===== config.mk =====
export PLATFORM = sky130hd
export DESIGN_NAME = branch_cond_unit
export DESIGN_NICKNAME = d
export VERILOG_FILES = /design/src/rtl/branch_cond_unit_pkg.sv /design/src/rtl/branch_cond_eval.sv /design/src/rtl/branch_cond_unit.sv
export SDC_FILE = /design/constraint.sdc
export NUM_CORES = 1
export LEC_CHECK = 0
export CAP_MARGIN = 20
export CORE_MARGIN = 3
export CORE_UTILIZATION = 35
export CTS_CLUSTER_DIAMETER = 100
export DETAILED_ROUTE_END_ITERATION = 8
export GPL_ROUTABILITY_DRIVEN = 0
export REMOVE_ABC_BUFFERS = 1
export SETUP_SLACK_MARGIN = 0.2
export SLEW_MARGIN = 20
export SYNTH_ARGS = -nofsm -noshare
export SYNTH_HDL_FRONTEND = slang
export SYNTH_HIERARCHICAL = 1
export SYNTH_SLANG_ARGS = --single-unit

===== constraint.sdc =====
create_clock -name clk -period 3.6 [get_ports clk]
set_input_delay 0.72 -clock clk [delete_from_list [all_inputs] [get_ports clk]]
set_output_delay 0.72 -clock clk [all_outputs]
set_load 0.02 [all_outputs]

===== src/rtl/branch_cond_unit_pkg.sv =====
// Shared definitions for the branch condition unit: condition codes,
// flag register bit positions and FSM state encodings.
package branch_cond_unit_pkg;

    // Condition codes (CR16 set)
    localparam logic [3:0] COND_EQ = 4'b0000;
    localparam logic [3:0] COND_NE = 4'b0001;
    localparam logic [3:0] COND_CS = 4'b0010;
    localparam logic [3:0] COND_CC = 4'b0011;
    localparam logic [3:0] COND_HI = 4'b0100;
    localparam logic [3:0] COND_LS = 4'b0101;
    localparam logic [3:0] COND_GT = 4'b0110;
    localparam logic [3:0] COND_LE = 4'b0111;
    localparam logic [3:0] COND_FS = 4'b1000;
    localparam logic [3:0] COND_FC = 4'b1001;
    localparam logic [3:0] COND_LO = 4'b1010;
    localparam logic [3:0] COND_HS = 4'b1011;
    localparam logic [3:0] COND_LT = 4'b1100;
    localparam logic [3:0] COND_GE = 4'b1101;
    localparam logic [3:0] COND_UC = 4'b1110;
    localparam logic [3:0] COND_NV = 4'b1111;

    // Flag register bit indices
    localparam int FLAG_C = 0;
    localparam int FLAG_L = 1;
    localparam int FLAG_F = 2;
    localparam int FLAG_Z = 3;
    localparam int FLAG_N = 4;

    // Request/response FSM states
    typedef enum logic [1:0] {
        IDLE = 2'b00,
        HOLD = 2'b01,
        RESP = 2'b10
    } state_t;

endpackage


===== src/rtl/branch_cond_eval.sv =====
// Combinational condition-code evaluator: decides whether a 4-bit condition
// holds for a given 5-bit flag word. Shared with conditional-move/Scond logic.
module branch_cond_eval
    import branch_cond_unit_pkg::*;
(
    input  logic [4:0] flags,
    input  logic [3:0] cond,
    output logic       taken
);

    logic taken_s;

    // Decode the condition code against the flag bits
    always_comb begin
        taken_s = 1'b0;
        case (cond)
            COND_EQ: taken_s = flags[FLAG_Z];
            COND_NE: taken_s = ~flags[FLAG_Z];
            COND_CS: taken_s = flags[FLAG_C];
            COND_CC: taken_s = ~flags[FLAG_C];
            COND_HI: taken_s = flags[FLAG_L];
            COND_LS: taken_s = ~flags[FLAG_L];
            COND_GT: taken_s = flags[FLAG_N];
            COND_LE: taken_s = ~flags[FLAG_N];
            COND_FS: taken_s = flags[FLAG_F];
            COND_FC: taken_s = ~flags[FLAG_F];
            COND_LO: taken_s = ~flags[FLAG_L] & ~flags[FLAG_Z];
            COND_HS: taken_s = flags[FLAG_L] | flags[FLAG_Z];
            COND_LT: taken_s = ~flags[FLAG_N] & ~flags[FLAG_Z];
            COND_GE: taken_s = flags[FLAG_N] | flags[FLAG_Z];
            COND_UC: taken_s = 1'b1;
            COND_NV: taken_s = 1'b0;
            default: taken_s = 1'b0;
        endcase
    end

    assign taken = taken_s;

endmodule


===== src/rtl/branch_cond_unit.sv =====
// Branch condition unit: accepts a branch request, waits out a same-cycle
// flag write if needed, resolves the condition against the flag register
// and holds the taken/not-taken decision and next PC until accepted.
// Also keeps a saturating count of accepted taken decisions for debug.
module branch_cond_unit
    import branch_cond_unit_pkg::*;
#(
    parameter int ADDR_W = 16,
    parameter int CNT_W  = 16
) (
    input  logic              clk,
    input  logic              reset,
    input  logic [4:0]        flags,
    input  logic              flag_wr_en,
    input  logic              req_valid,
    output logic              req_ready,
    input  logic [3:0]        req_cond,
    input  logic [ADDR_W-1:0] req_target,
    input  logic [ADDR_W-1:0] req_pc_plus1,
    output logic              resp_valid,
    input  logic              resp_ready,
    output logic              resp_taken,
    output logic [ADDR_W-1:0] resp_pc,
    output logic [CNT_W-1:0]  taken_count,
    input  logic              clr_count
);

    state_t              state_r;
    state_t              state_nxt_s;
    logic [3:0]          cond_r;
    logic [ADDR_W-1:0]   target_r;
    logic [ADDR_W-1:0]   pc_plus1_r;
    logic                resp_taken_r;
    logic [ADDR_W-1:0]   resp_pc_r;
    logic [CNT_W-1:0]    count_r;

    logic                in_idle_s;
    logic                in_hold_s;
    logic                in_resp_s;
    logic                accept_s;
    logic                eval_now_s;
    logic [3:0]          cond_sel_s;
    logic [ADDR_W-1:0]   target_sel_s;
    logic [ADDR_W-1:0]   pc_plus1_sel_s;
    logic                taken_s;
    logic                count_inc_s;
    logic                count_sat_s;

    assign in_idle_s  = (state_r == IDLE);
    assign in_hold_s  = (state_r == HOLD);
    assign in_resp_s  = (state_r == RESP);
    assign accept_s   = in_idle_s & req_valid;
    // Evaluate immediately unless the flags are being rewritten this edge;
    // in that case the captured request is evaluated one edge later.
    assign eval_now_s = (accept_s & ~flag_wr_en) | in_hold_s;

    // In HOLD the request lives in the capture registers; otherwise use the live request
    assign cond_sel_s     = in_hold_s ? cond_r     : req_cond;
    assign target_sel_s   = in_hold_s ? target_r   : req_target;
    assign pc_plus1_sel_s = in_hold_s ? pc_plus1_r : req_pc_plus1;

    branch_cond_eval u_eval (
        .flags (flags),
        .cond  (cond_sel_s),
        .taken (taken_s)
    );

    // FSM state register
    always_ff @(posedge clk or negedge reset) begin
        if (!reset) begin
            state_r <= IDLE;
        end else begin
            state_r <= state_nxt_s;
        end
    end

    // FSM next-state logic
    always_comb begin
        state_nxt_s = state_r;
        case (state_r)
            IDLE: begin
                if (req_valid) begin
                    state_nxt_s = flag_wr_en ? HOLD : RESP;
                end else begin
                    state_nxt_s = IDLE;
                end
            end
            HOLD: state_nxt_s = RESP;
            RESP: begin
                if (resp_ready) begin
                    state_nxt_s = IDLE;
                end else begin
                    state_nxt_s = RESP;
                end
            end
            default: state_nxt_s = IDLE;
        endcase
    end

    // Capture the request fields on acceptance
    always_ff @(posedge clk or negedge reset) begin
        if (!reset) begin
            cond_r     <= 4'b0000;
            target_r   <= {ADDR_W{1'b0}};
            pc_plus1_r <= {ADDR_W{1'b0}};
        end else if (accept_s) begin
            cond_r     <= req_cond;
            target_r   <= req_target;
            pc_plus1_r <= req_pc_plus1;
        end
    end

    // Register the decision and selected next PC when evaluating
    always_ff @(posedge clk or negedge reset) begin
        if (!reset) begin
            resp_taken_r <= 1'b0;
            resp_pc_r    <= {ADDR_W{1'b0}};
        end else if (eval_now_s) begin
            resp_taken_r <= taken_s;
            resp_pc_r    <= taken_s ? target_sel_s : pc_plus1_sel_s;
        end
    end

    assign count_inc_s = in_resp_s & resp_ready & resp_taken_r;
    assign count_sat_s = (count_r == {CNT_W{1'b1}});

    // Saturating taken-branch counter; clear has priority over increment
    always_ff @(posedge clk or negedge reset) begin
        if (!reset) begin
            count_r <= {CNT_W{1'b0}};
        end else if (clr_count) begin
            count_r <= {CNT_W{1'b0}};
        end else if (count_inc_s && !count_sat_s) begin
            count_r <= count_r + {{(CNT_W-1){1'b0}}, 1'b1};
        end
    end

    assign req_ready   = in_idle_s;
    assign resp_valid  = in_resp_s;
    assign resp_taken  = resp_taken_r;
    assign resp_pc     = resp_pc_r;
    assign taken_count = count_r;

endmodule


==> impl_metrics.csv <==
group,metric,value,unit
outcome,status,"completed",
synth,netlist_area,0.00360,sq mm
place,dpl.hpwl,5480,microns
timing,fin_ws,670,ps
routing,drt_first_pass_iters,4,
synth,synth_warnings,6,
cts,cts-root-buf,"clkbuf_8",
cts,clk_pin_slew,80,ps
run,maxCapViolations,0,
critical_path,startpoint,"req_cond[0]",
grt,grt_pass1_wl,13400,microns
cts,cts_inserted_buffers,9,
place,placedCellCount,475,
power,total_power,2.78,mW
cells_and_area,stdcell_area,0.00475,sq mm
grt,grt_max_degree,72,
timing,clock_skew,10.1,ps
cells_and_area,insertedDiodeCount,0,
routing,via_count,2577,
timing,relSlewSlack,0.389,
power,p_leak,1.80,nW
critical_path,crit_path_max_incr_delay,520,ps
place,place_area,0.00454,sq mm
synth,synth.area.top_cells,"dfrtp_1 49%, mux2_2 18%, mux4_2 10%",
cts,insertion_delay,340,ps
routing,dr_wl_met2,4030,microns
critical_path,cp_slowest_cell,"or4b_1",
critical_path,end_kind,"flop",
routing,wl,7950,microns
cts,ctsHoldBuffers,0,
critical_path,reg2reg_setup_slack,710,ps
synth,synth_top_area_share,0.493,
timing,rsz0062_at_grt,"false",
synth,syn_avg_cell_area,13.2,sq um
cts,postCtsResizedCells,0,
routing,drc,0,
cells_and_area,area.growth.synth_to_final,31.8,%
timing,finalSetupViolCount,0,
timing,period_minus_slack,2930,ps
grt,antenna_found_initial,0,
timing,drv_slew,0,
synth,synth_flop_cell,"dfrtp_1",
cells_and_area,layout-drive-gt1-share,0.291,
die,io-pin-count,82,
timing,fmax,341,MHz
die,rows,36,
routing,m1WireLength,3390,microns
power,powerDensity,586,mW/mm^2
critical_path,cp.arrival,3150,ps
place,portBuffers,81,
die,dieHeight,107,microns
critical_path,crit_buf_inv,2,
cells_and_area,fin_cells,491,
critical_path,worstPathCellList,"clkdlybuf4s50_1 > mux2_2 > or4b_1 > o31ai_1 > a211o_1 > a221o_1 > buf_4 > mux4_2 > mux2_2",
routing,first_iter_violations,90,
critical_path,endpoint,"resp_pc[11]",
routing,routed_via_density,5.25,
critical_path,r2r-end,"resp_pc[11]",
die,start_util,0.364,
cells_and_area,nets,401,
grt,grt_usage,0.149,
critical_path,critPathRequiredTime,3820,ps
cells_and_area,n_fill_cell,911,
critical_path,path_class,"in2reg",
synth,yosysSeqAreaShare,0.493,
timing,finalCritPeriodShare,0.814,
synth,netlist_instances,273,
power,ir_worst_vdd,0.294,mV
place,post-place-ws,294,ps
synth,synth.most_common_cell,"dfrtp_1",
critical_path,start_kind,"input port",
cts,post_cts.repair.setup_buffers,0,
cts,ctsHtreeMaxLevel,3,
routing,routed.top_layer,"met4",
synth,ys_top_cells_by_count,"71 x dfrtp_1, 59 x mux2_2, 16 x mux4_2",
timing,holdWs,469,ps
critical_path,crit_family,"multiplexers",
synth,synth_top_area_cell,"dfrtp_1",
critical_path,reg2regPathDepth,9,
critical_path,worstSetupPathDepth,9,
synth,async_flop_share,1.00,
grt,grt_pass1_vias,2690,
cts,cts_buffer_depth,2,
die,core_area,0.00991,sq mm
routing,wl_per_cell,16.2,microns
grt,overflow,0,
critical_path,cp_common_cell,"mux2_2",
critical_path,critPathMaxFanout,10,
cts,cts_tree,"yes",
timing,worstMarginPinSlew,917,ps
critical_path,regToRegStartpoint,"state_r[1]",
worst_hold_path,min_path_type,"in2async",
cts,cts_sinks,71,
timing,finalHoldViolCount,0,
synth,synth_seq_cells,71,
die,dieWidth,107,microns
synth,synth-edff-count,0,
routing,route.met3.wl,487,microns
die,die-area,0.0115,sq mm
synth,synth_cell_types,49,
routing,ant_nets,0,
## where the power goes
group	total, mW	internal [mW]	switching (mW)
combinational	0.955	0.552	0.403
clock	0.660	0.328	0.331
sequential	1.17	1.04	0.126
## per-layer routing
layer / GRT usage / vias up
met1: 0.184 / 1296
met2: 0.254 / 73
li1: - / 1204
met5: 0 / -
met4: 0.0271 / 0
met3: 0.0540 / 4
## area by class of cell
class                   count  area, sq um  area share
flip-flops and latches     71         1780       0.374
multi-input cells         180         1740       0.366
repair buffers             85          838       0.177
well taps                 133          166      0.0350
clock buffers               9          124      0.0261
clock inverters             7         82.6      0.0174
inverters                   6         22.5     0.00474
## logic make-up after synthesis
logic type,synth area share
buffers and inverters,0.0267
adder cells (fa/ha/maj),0.00347
flip-flops,0.493
AND/OR/NAND/NOR,0.112
XOR/XNOR,0.00243
AO/OA/AOI/OAI,0.0698
multiplexers,0.293
## flip-flops by register name, summed over array words and instances, names as in the netlist
signal and cells:
resp_pc 16, resp_taken 1, pc_plus1_r 16, target_r 16
cond_r 4, state_r 2, taken_count 16
## how the worst min path moves through the flow
| stage | from | endpoint | slack, ps | cells after the start |
|---|---|---|---|---|
| floorplan | reset | cond_r[0] | 420 | 0 |
| global placement | pc_plus1_r[10] | pc_plus1_r[10] | 480 | 1 |
| detailed placement | target_r[11] | target_r[11] | 490 | 1 |
| CTS | cond_r[0] | cond_r[0] | 510 | 1 |
| global route | target_r[7] | target_r[7] | 520 | 1 |
| finish | reset | taken_count[0] | 470 | 1 |
## through the flow
step           utilization  setup TNS [ps]
2_1_floorplan            -          -10740
3_3_place_gp         0.458               0
3_5_place_dp         0.458               0
4_1_cts              0.479               0
5_1_grt              0.479               0
6_report             0.479               0
## cell usage in the layout, fill, tap and decap left out, types with 2 or more instances in the layout
| cell | n |
|---|---|
| a211oi_1 | 2 |
| a21o_1 | 2 |
| a21oi_1 | 9 |
| a311oi_1 | 2 |
| and3_1 | 2 |
| buf_4 | 5 |
| clkbuf_8 | 9 |
| clkdlybuf4s50_1 | 80 |
| clkinv_4 | 5 |
| dfrtp_1 | 71 |
| inv_1 | 6 |
| mux2_2 | 59 |
| mux2i_1 | 3 |
| mux4_2 | 16 |
| nand2_1 | 9 |
| nand2b_1 | 6 |
| nand3_1 | 4 |
| nand4_1 | 4 |
| nor2_1 | 5 |
| nor2b_1 | 5 |
| nor3_1 | 4 |
| nor4_1 | 3 |
| o21ai_0 | 2 |
| o31ai_1 | 7 |
| o41ai_1 | 2 |
| or3_1 | 3 |
| or4_1 | 7 |
Note: power is estimated with default switching activity, not from simulation.
